[config.mk]
export PLATFORM = sky130hd
export DESIGN_NAME = contrast_auto_ctrl
export DESIGN_NICKNAME = d
export VERILOG_FILES = /design/src/rtl/contrast_auto_ctrl.sv
export SDC_FILE = /design/constraint.sdc
export NUM_CORES = 1
export LEC_CHECK = 0
export ABC_AREA = 1
export CAP_MARGIN = 20
export CORE_MARGIN = 4
export CORE_UTILIZATION = 62
export CTS_BUF_LIST = sky130_fd_sc_hd__clkbuf_8 sky130_fd_sc_hd__clkbuf_16
export DETAILED_ROUTE_END_ITERATION = 10
export PLACE_DENSITY = 0.86
export SLEW_MARGIN = 20
export SYNTH_ARGS = -nofsm -noshare
export SYNTH_HDL_FRONTEND = slang
export SYNTH_SLANG_ARGS = --single-unit
[constraint.sdc]
create_clock -name clk -period 9.4 [get_ports clk]
set_input_delay 0.94 -clock clk [delete_from_list [all_inputs] [get_ports clk]]
set_output_delay 0.94 -clock clk [all_outputs]
set_load 0.02 [all_outputs]
[src/rtl/contrast_auto_ctrl.sv]
// contrast_auto_ctrl
// Closed-loop auto-contrast controller. Measures the luma spread (max - min)
// of each frame of an RGB stream. At a frame boundary it may issue a single
// one-cycle inc or dec request toward the contrast block, steering the spread
// into the [TARGET_LO, TARGET_HI] window. After each request it ignores
// HOLD_FRAMES frame boundaries so the new contrast level can take effect.
//
// Ports:
//   clk        system clock, all logic on posedge
//   rst        synchronous active-high reset
//   enable     master enable; when low, the FSM and accumulators are held idle
//   frame_en   one-cycle frame boundary pulse
//   pix_valid  R/G/B carry a valid pixel this cycle
//   R, G, B    8-bit colour components
//   level_in   current contrast level reported by the contrast block
//   inc, dec   one-cycle increase / decrease requests (never both high)
//   spread_out spread of the last frame that had enough pixels
//   state_out  FSM state (WAIT=0, EVAL=1, PULSE=2, COOL=3)

module contrast_auto_ctrl #(
    parameter logic [7:0]  TARGET_LO   = 8'd96,
    parameter logic [7:0]  TARGET_HI   = 8'd192,
    parameter int unsigned HOLD_FRAMES = 2,
    parameter logic [19:0] MIN_PIXELS  = 20'd1024
) (
    input  logic       clk,
    input  logic       rst,
    input  logic       enable,
    input  logic       frame_en,
    input  logic       pix_valid,
    input  logic [7:0] R,
    input  logic [7:0] G,
    input  logic [7:0] B,
    input  logic [3:0] level_in,
    output logic       inc,
    output logic       dec,
    output logic [7:0] spread_out,
    output logic [1:0] state_out
);

    typedef enum logic [1:0] {
        WAIT  = 2'd0,
        EVAL  = 2'd1,
        PULSE = 2'd2,
        COOL  = 2'd3
    } state_t;

    localparam logic [3:0] HOLD_CNT = 4'(HOLD_FRAMES);

    state_t      state;
    state_t      state_nx;

    logic [9:0]  luma_sum;
    logic [7:0]  y;
    logic        frame_evt;
    logic        pix_evt;

    logic [7:0]  min_y;
    logic [7:0]  max_y;
    logic [19:0] pix_cnt;
    logic [7:0]  cur_spread;

    logic [7:0]  spread_l;
    logic [19:0] cnt_l;
    logic [3:0]  cool_cnt;

    logic        want_inc;
    logic        want_dec;
    logic        inc_nx;
    logic        dec_nx;

    // Luma approximation Y = (R + 2G + B) / 4, truncated; the 10-bit sum
    // cannot overflow (max 1020).
    assign luma_sum   = {2'b00, R} + {1'b0, G, 1'b0} + {2'b00, B};
    assign y          = 8'(luma_sum >> 2);

    assign frame_evt  = enable & frame_en;
    assign pix_evt    = enable & pix_valid;

    // When pix_cnt is zero this wraps to 1, but such a frame never passes
    // the MIN_PIXELS qualification so the value is never used.
    assign cur_spread = max_y - min_y;

    // Decision terms from the stats latched at the last boundary.
    // Strict compares: a spread sitting exactly on a target is left alone.
    assign want_inc = (cnt_l >= MIN_PIXELS) && (spread_l < TARGET_LO) && (level_in != 4'hF);
    assign want_dec = (cnt_l >= MIN_PIXELS) && (spread_l > TARGET_HI) && (level_in != 4'h0);

    // Per-frame min/max/count accumulation. A pixel arriving together with
    // frame_en belongs to the new frame and seeds it.
    always_ff @(posedge clk) begin
        if (rst || !enable) begin
            min_y   <= 8'hFF;
            max_y   <= 8'h00;
            pix_cnt <= 20'd0;
        end else if (frame_en) begin
            if (pix_valid) begin
                min_y   <= y;
                max_y   <= y;
                pix_cnt <= 20'd1;
            end else begin
                min_y   <= 8'hFF;
                max_y   <= 8'h00;
                pix_cnt <= 20'd0;
            end
        end else if (pix_evt) begin
            if (y < min_y) begin
                min_y <= y;
            end
            if (y > max_y) begin
                max_y <= y;
            end
            if (pix_cnt != 20'hFFFFF) begin
                pix_cnt <= pix_cnt + 20'd1;
            end
        end
    end

    // Frame statistics latched at each boundary, independent of FSM state.
    // spread_out only reflects frames with enough data to be trusted.
    always_ff @(posedge clk) begin
        if (rst) begin
            spread_l   <= 8'd0;
            cnt_l      <= 20'd0;
            spread_out <= 8'd0;
        end else if (frame_evt) begin
            spread_l <= cur_spread;
            cnt_l    <= pix_cnt;
            if (pix_cnt >= MIN_PIXELS) begin
                spread_out <= cur_spread;
            end
        end
    end

    // State register; dropping enable returns the controller to WAIT.
    always_ff @(posedge clk) begin
        if (rst || !enable) begin
            state <= WAIT;
        end else begin
            state <= state_nx;
        end
    end

    // Next-state logic. Boundaries seen in EVAL or PULSE are not evaluated.
    always_comb begin
        state_nx = state;
        case (state)
            WAIT:    if (frame_evt) state_nx = EVAL;
            EVAL:    state_nx = (want_inc || want_dec) ? PULSE : WAIT;
            PULSE:   state_nx = COOL;
            COOL:    if (frame_evt && cool_cnt <= 4'd1) state_nx = WAIT;
            default: state_nx = WAIT;
        endcase
    end

    // Output decode: the request is chosen in EVAL and registered so that it
    // is high exactly during the PULSE cycle.
    always_comb begin
        inc_nx = 1'b0;
        dec_nx = 1'b0;
        if (state == EVAL) begin
            inc_nx = want_inc;
            dec_nx = want_dec && !want_inc;
        end
    end

    always_ff @(posedge clk) begin
        if (rst || !enable) begin
            inc <= 1'b0;
            dec <= 1'b0;
        end else begin
            inc <= inc_nx;
            dec <= dec_nx;
        end
    end

    // Hold-off counter, armed in PULSE and counted down only by boundaries
    // that arrive while cooling.
    always_ff @(posedge clk) begin
        if (rst || !enable) begin
            cool_cnt <= 4'd0;
        end else if (state == PULSE) begin
            cool_cnt <= HOLD_CNT;
        end else if (state == COOL && frame_evt && cool_cnt != 4'd0) begin
            cool_cnt <= cool_cnt - 4'd1;
        end
    end

    assign state_out = state;

endmodule
Word-level counts from Yosys, hierarchy flattened

Cells that the tools add are included.
Widths: inputs -> output; s select.

Add/sub/neg operators: 5
Order comparisons: 7
Equality and inequality tests: 7
Muxes and demuxes: 18
Bitwise operators: 3
Reductions and logical operators: 27

Operator list:

| kind                  | number |
|---|---|
| $mux 8                | 8 |
| $mux 20               | 3 |
| $ge 20x11->1 const B  | 2 |
| $add 20x1->20 const B | 1 |
| $ne 20x20->1 const B  | 1 |
| $add 10x8->10         | 1 |
| $add 8x9->10          | 1 |
| $mux 2                | 5 |
| $reduce_and 2->1      | 5 |
| $reduce_bool 2->1     | 5 |
| $gt 8x8->1            | 1 |
| $gt 8x8->1 const B    | 1 |
| $logic_and 1x1->1     | 8 |
| $lt 8x7->1 const B    | 1 |
| $lt 8x8->1            | 1 |
| $pmux 2 s4            | 1 |
| $reduce_bool 4->1     | 2 |
| $sub 8x8->8           | 1 |
| $eq 2x2->1 const B    | 2 |
| $le 4x1->1 const B    | 1 |
| $ne 2x2->1 const B    | 2 |
| $ne 4x4->1 const B    | 1 |
| $reduce_or 2->1       | 2 |
| $sub 4x1->4 const B   | 1 |
| 7 further kinds       | 10 |

Bits in registers: 80
Input bits: 33
Output and inout bits: 12
Logic and storage cells: 78

Longest topological paths before layout

Gate-level depths: netlist of run 1.

Depth in word-level cells: 6
Mapped depth: 22
Mapped depth without buffers: 22

Worst setup path after synthesis of run 1

OpenSTA, ideal clock, no wires.

Path kind: input to register
From: input B[1]
To: register max_y[3]
Setup time: 0.114 ns
Arrival: 3.657 ns
Required time: 9.286 ns
Path slack: 5.630 ns
Stages on the path: 18
Buffers on the path: 0
Path through: inv_1 > fa_1 > nor2_1 > inv_1 > fa_1 > o21ai_0 > nand2_1 > nand2_1 > nand3_1 > nand2_1 > ha_1 > a21oi_1 > o21a_1 > nand2_1 > nand2_1 > nand2_1 > nor2_1 > nor2_1

Cells in the longest elaborated chain, start to end: 4
Elaborated cells between the ends (all ways): 8
Classes of those cells: 1 x add/sub; 1 x order compare; 4 x mux; 2 x reduce/logical

RTL lines:

| item                                                                | line | RTL |
|---|---|---|
| start: declaration                                                  | 33   | `input logic [7:0] B,` |
| $add 10x8->10 (*)                                                   | 74   | `assign luma_sum = {2'b00, R} + {1'b0, G, 1'b0} + {2'b00, B};` |
| $gt 8x8->1 / $mux 8 (equally long branches)                         | 110  | `if (y > max_y) begin` |
| $reduce_bool 2->1 (no source line) / $mux 8 (equally long branches) | n/a  |  |
| $reduce_and 2->1 (no source line) / $mux 8 (equally long branches)  | n/a  |  |
| end signal: assignment                                              | 99   | `max_y <= y;` |
| end signal: assignment                                              | 111  | `max_y <= y;` |
| end: declaration                                                    | 59   | `logic [7:0] max_y;` |

Mark *: on every way between the ends. The rest lies on a longest branch, timed or not. The select of a mux whose other input is x is not followed.
A chain may end at the register's enable or synchronous reset.

Final worst setup path of run 1

From: input B[1]
To: register max_y[1]

Same word-level chain as after synthesis.

==> metrics.md, run 1 <==
| Metric | Value |
|---|---|
| Status | complete, no violations |
| Ant diodes | 0 |
| Largest net degree at the start of global routing | 32 |
| Global Route Usage Sum | 0.270 |
| Routed vias | 4482 |
| CTS tree | done |
| Flip-flop and latch count after synthesis | 70 |
| CTS H-Tree Depth | 3 |
| Critical path class | primary input to register |
| Core Box Area | 0.00698 mm^2 |
| Layout cell share with drive strength beyond 1 | 0.0602 |
| Total clock buffers created by CTS | 9 |
| Distinct cells, synth | 35 |
| Setup Fix Bufs, Post-CTS | 0 |
| Clock tree sinks | 70 |
| Share of the synthesized area in the top cell type | 0.307 |
| Clock Path Buffers | 2 |
| Slew HR | 0.436 |
| Peak Freq | 0.220 GHz |
| PD cells | 159 mW/mm^2 |
| Cells after Synth | 670 |
| Leak Pwr | 2.43 nW |
| Dominant cell type by area after synthesis | dfxtp_1 |
| Final setup TNS | 0 ps |
| Fraction of registers with async set or reset after synthesis | 0 |
| Starting DRT DRC Count | 308 |
| Vias in the first global route | 4478 |
| Yosys warns | 0 |
| Minimum clock period | 4550 ps |
| Sequential element share of the synthesized area | 0.307 |
| Top cells by count, synth | nand2_1 (165), nor2_1 (94), inv_1 (85) |
| Die Footprint | 0.00879 mm^2 |
| Non-filler cells, final | 810 |
| Avg WL per Cell | 13.8 um |
| Clk_lat worst skew | 350 ps |
| Die W | 93.8 um |
| Initial antenna violation count | 0 |
| Via-to-Cell Ratio | 5.53 |
| Slowest-stage cell, CP | fa_1 |
| Fin. Hold Viols | 0 |
| DP Worst Slack | 4620 ps |
| First-pass GRT wire length | 19.3 mm |
| Io pins | 45 |
| # Max-Cap Violations | 0 |
| Fin Hold WS | 469 ps |
| Top cells by area, synth | dfxtp_1 (31%), nand2_1 (14%), ha_1 (9.1%) |
| Routed Antenna Nets | 0 |
| Placer Congestion | 0.923 |
| CP Data Required Time | 9670 ps |
| CTS Hold Bufs | 0 |
| Initial core utilization | 0.653 |
| Critical path arrival | 4830 ps |
| IR drop worst, VDD | 108 uV |
| Post-DP HPWL | 8.37 mm |
| IO buf count | 44 |
| CTS clk-pin slew, worst paths | 80 ps |
| Cts repair resizes | 0 |
| Main flop type after synthesis | dfxtp_1 |
| Die span in y | 93.8 um |
| Grt ovf | 0 |
| DRT Wirelength | 11.2 mm |
| CTS root buf | clkbuf_8 |
| Final setup viols | 0 |
| FP Rows | 30 |
| Pre-Repair DR Iteration Count | 5 |
| Post-synth EDFFs | 0 |
| Crit-path most repeated cell | nand2_1 |
| Placed insts | 794 |
| Count leader, synth | nand2_1 |
| Final Slew Violations | 0 |
| Final setup margin | 4850 ps |
| Nets@finish | 784 |
| Worst setup EP type | register |
| Crit path max fanout | 9 |
| Syn_area_per_cell | 6.81 um^2 |
| Slowest stage delay, CP | 460 ps |
| CP cell instances | clkdlybuf4s50_1 -> inv_1 -> fa_1 -> nor2_1 -> inv_1 -> fa_1 -> o21ai_0 -> xor2_1 -> ha_1 -> nand2_1 -> inv_1 -> nand2_1 -> nand2_1 -> nand2_1 -> nand2_1 -> nand2_1 -> nand2_1 -> nand2_1 -> nand2_1 -> nor2_1 |
| Unrepaired setup endpoints after global routing | false |
| Measured slew at the worst slew-check pin | 843 ps |
| Syn_nets | 745 |
| Clock Skew | 9.82 ps |
| Post-Syn Area | 0.00456 mm^2 |
| Hold Crit Class | register to register |
| Type of origin of the critical path | primary input |
| Residual DRC | 0 |
| Area delta synth->final | 15.6% |
| Period utilization | 0.484 |
worst max-delay path: cells and delay by family:
kind | cells | cell delay, ps
AO/OA/AOI/OAI | 1 | 320
adder cells (fa/ha/maj) | 3 | 1210
AND/OR/NAND/NOR | 11 | 1330
XOR/XNOR | 1 | 410
buffers and inverters | 4 | 620
state kept, by name (all words and copies together) (netlist names), named ones only:
name and count:
min_y 8, state_out 1, max_y 8, pix_cnt 20, cool_cnt 4, inc 1
dec 1, spread_out 8, spread_l 8, cnt_l 10
power by group:
group / internal [W] / switching [W]
clock network: 0.000178 / 0.000122
logic: 0.0000863 / 0.000136
registers: 0.000308 / 0.00000736
total: 0.000572 / 0.000265
cells by family (layout without fill, tap and decap cells):
logic type	Yosys count	after routing	share of synthesized area
and+or+nand+nor	350	350	0.332
AOI/OAI and AO/OA	90	90	0.112
adders and majority gates	42	42	0.130
DFF	70	70	0.307
xor gates and xnor gates	13	13	0.0250
buffers and inverters	105	149	0.0939
stage by stage:
stage	utilization	area, um^2	total power (W)
5_1_grt	0.755	5270	0.000885
4_1_cts	0.755	5270	0.000836
6_report	0.755	5270	0.000837
3_3_place_gp	0.720	5030	0.000528
2_1_floorplan	-	4560	0.000480
3_5_place_dp	0.720	5030	0.000538
area by class of cell:
cell class | instances | area (um^2)
clock buffers | 9 | 124
fillers | 539 | 1710
clock inverters | 7 | 121
well taps | 96 | 120
multi-input cells | 495 | 2730
flip-flops and latches | 70 | 1400
repair buffers | 44 | 440
inverters | 89 | 334
metal layers:
metal  vias to the layer above  track usage  part of all wire
met5                         -            0                 0
met4                         0        0.103             0.024
met3                        34       0.0561             0.052
met2                       150        0.473              0.51
met1                      2086        0.322              0.42
li1                       2212            -                 -
final timing paths:
path                                   from     endpoint  slack, ps  depth (start not counted)
worst min-delay path            spread_l[1]  spread_l[1]        470                          2
worst max register to register   pix_cnt[1]  pix_cnt[19]       7360                          9
worst min register to register  spread_l[1]  spread_l[1]        470                          2
worst max-delay path                   B[1]     max_y[1]       4850                         20
placed cells by master (no fill, tap or decap), types with 3 or more instances in the layout:
master	n
nand3_1	55
dfxtp_1	70
ha_1	33
o21bai_1	4
o21ai_0	32
nand4_1	10
xnor2_1	5
fa_1	9
bufinv_16	3
nor2_2	3
nor2_1	94
inv_1	85
nand2_2	7
nand3b_1	3
clkbuf_8	9
xor2_1	8
nand2_1	165
nor3b_1	3
a21oi_1	39
nor2_4	3
clkdlybuf4s50_1	44
a21oi_2	8
(Power assumes the default switching activity.)
==> run 2: changes to the inputs <==
- CORE_UTILIZATION: 62 -> 52
- PLACE_DENSITY: 0.86 -> 0.77
- clock period: 9.4 -> 3.98 ns (I/O delays scaled with it)
==> run 2 against run 1 <==
Effect of this change:
- first-iteration DRC count decreased by 30%
- combinational power grew 140%
- clock power increased by 110%
- largest cell class unchanged
==> metrics.md, run 2 (synthesis results as in run 1) <==
| Metric | Value |
|---|---|
| Status | complete, no violations |
| Minimum clock period | 3580 ps |
| Die Footprint | 0.0103 mm^2 |
| Pre-Repair DR Iteration Count | 4 |
| CP Data Required Time | 4260 ps |
| Global Route Usage Sum | 0.219 |
| Commonest non-fill, non-tap cell in the layout | nand2_1 |
| Die W | 102 um |
| Area delta synth->final | 16.3% |
| Crit Reg-Reg Startpoint | max_y[0] |
| Avg WL per Cell | 12.9 um |
| CTS H-Tree Depth | 3 |
| Total clock buffers created by CTS | 9 |
| Worst setup EP type | register |
| Area after DPL | 0.00508 mm^2 |
| Slowest-stage cell, CP | fa_1 |
| FP Rows | 33 |
| Clock tree sinks | 70 |
| CTS clk-pin slew, worst paths | 70 ps |
| Most frequent cells in the layout | nand2_1 (165), nor2_1 (94), inv_1 (85) |
| Slowest stage delay, CP | 460 ps |
| Setup Fix Bufs, Post-CTS | 0 |
| Unrepaired setup endpoints after global routing | false |
| DRT Wirelength | 10.6 mm |
| Final setup viols | 0 |
| IR drop worst, VDD | 229 uV |
| Final setup TNS | 0 ps |
| Largest Register | pix_cnt |
| Hold Crit Class | register to register |
| PD cells | 360 mW/mm^2 |
| HP Start | spread_l[1] |
| Critical path arrival | 3860 ps |
| Max FFs per register | 20 |
| Leak Pwr | 2.44 nW |
| Residual DRC | 0 |
| Period utilization | 0.900 |
| Core Box Area | 0.00838 mm^2 |
| Clk_lat worst skew | 350 ps |
| Clock Skew | 12.0 ps |
| Starting DRT DRC Count | 216 |
| Flop2flop setup slack | 1970 ps |
| Layout cell share with drive strength beyond 1 | 0.0668 |
| Ant diodes | 0 |
| CTS tree | done |
| Worst Reg-to-Reg Cells | 9 |
| Hold-critical path endpoint | spread_l[1] |
| Routed vias | 4227 |
| Initial core utilization | 0.544 |
| Fin. Hold Viols | 0 |
| Placer Congestion | 0.890 |
| Critical path class | primary input to register |
| Crit path max fanout | 8 |
| Crit-path most repeated cell | nand2_1 |
| Peak Freq | 0.279 GHz |
| CTS root buf | clkbuf_8 |
| Slew HR | 0.453 |
| Initial antenna violation count | 0 |
| Clock Path Buffers | 2 |
| R2r endpoint | spread_l[6] |
| Largest registers | pix_cnt (20), cnt_l (10) |
| CP cell instances | clkdlybuf4s50_1 -> inv_1 -> fa_1 -> nor2_1 -> inv_1 -> fa_1 -> o21ai_1 -> xor2_1 -> ha_1 -> nand2_1 -> inv_1 -> nand2_1 -> nand2_1 -> nand2_1 -> nand2_1 -> nand2_1 -> nand2_1 -> nand2_1 -> nand2_1 -> nor2_1 |
| Nets@finish | 790 |
| Via-to-Cell Ratio | 5.13 |
| Measured slew at the worst slew-check pin | 818 ps |
| Non-filler cells, final | 824 |
| Largest net degree at the start of global routing | 25 |
| Placed insts | 809 |
| Grt ovf | 0 |
| IO buf count | 44 |
| Type of origin of the critical path | primary input |
| Die span in y | 102 um |
| First-pass GRT wire length | 18.2 mm |
| # Max-Cap Violations | 0 |
| Routed Antenna Nets | 0 |
| Vias in the first global route | 4149 |
| Design area | 0.00530 mm^2 |
| Min-Delay Path Depth | 2 |
| Post-DP HPWL | 8.17 mm |
| Io pins | 45 |
| Final Slew Violations | 0 |
-- run 2: cell count changes in the layout (fill, tap and decap cells not counted) --
cell        previous run  this run
buf_4                  0         6
clkinvlp_4             0         2
bufinv_16              3         2
clkbuf_8               9        10
clkinv_2               1         0
clkinv_4               2         1
inv_6                  1         0
o21ai_0               32        31
o21ai_1                0         1
-- run 2: report_power, final --
group	internal [W]	leakage, nW	switching, W
Clock	0.000367	0.105	0.000272
Combinational	0.000208	1.77	0.000315
Sequential	0.000727	0.570	0.0000166
Total	0.00130	2.44	0.000604
-- run 2: worst max path at each step --
stage                     endpoint  startpoint  cells after the start
after floorplan           max_y[3]        B[1]                     18
after global placement    min_y[1]        B[1]                     19
after detailed placement  max_y[4]        B[1]                     20
after CTS                 max_y[1]        B[1]                     20
after global routing      max_y[3]        B[1]                     20
final                     max_y[1]        B[1]                     20
-- run 2: final cells by class --
cell class / instances / area [um^2]
sequential: 70 / 1400
inverter: 89 / 334
multi-input combinational: 495 / 2730
clock buffer: 10 / 138
clock inverter: 5 / 83.8
fill: 759 / 3080
tap: 105 / 131
timing repair buffer: 50 / 485
-- run 2: timing repair --
action,CTS,global route
hold buffers,0,0
endpoints found under the hold margin,0,0
setup endpoints to repair,0,6
gates resized for setup,0,1
-- run 2: through the flow --
stage / utilization / setup slack (ps) / total power (W) / hold WS [ps]
finish: 0.633 / 398 / 0.00191 / 459
detailed placement: 0.606 / 12.5 / 0.00128 / 450
floorplan: - / 752 / 0.00113 / 428
global route: 0.633 / 79.0 / 0.00204 / 479
CTS: 0.633 / 346 / 0.00192 / 462
global placement: 0.606 / 83.1 / 0.00126 / 438
-- run 2: worst max-delay path: cells and delay by family --
kind                     cells  cell delay [ps]
adder cells (fa/ha/maj)      3             1170
AND/OR/NAND/NOR             11             1120
buffers and inverters        4              610
XOR/XNOR                     1              330
AO/OA/AOI/OAI                1              230
-- run 2: layer usage --
layer | track usage | vias up | part of all wire
li1 | - | 2219 | -
met1 | 0.267 | 1919 | 0.44
met2 | 0.387 | 75 | 0.50
met3 | 0.0510 | 14 | 0.044
met4 | 0.0573 | 0 | 0.015
met5 | 0 | - | 0
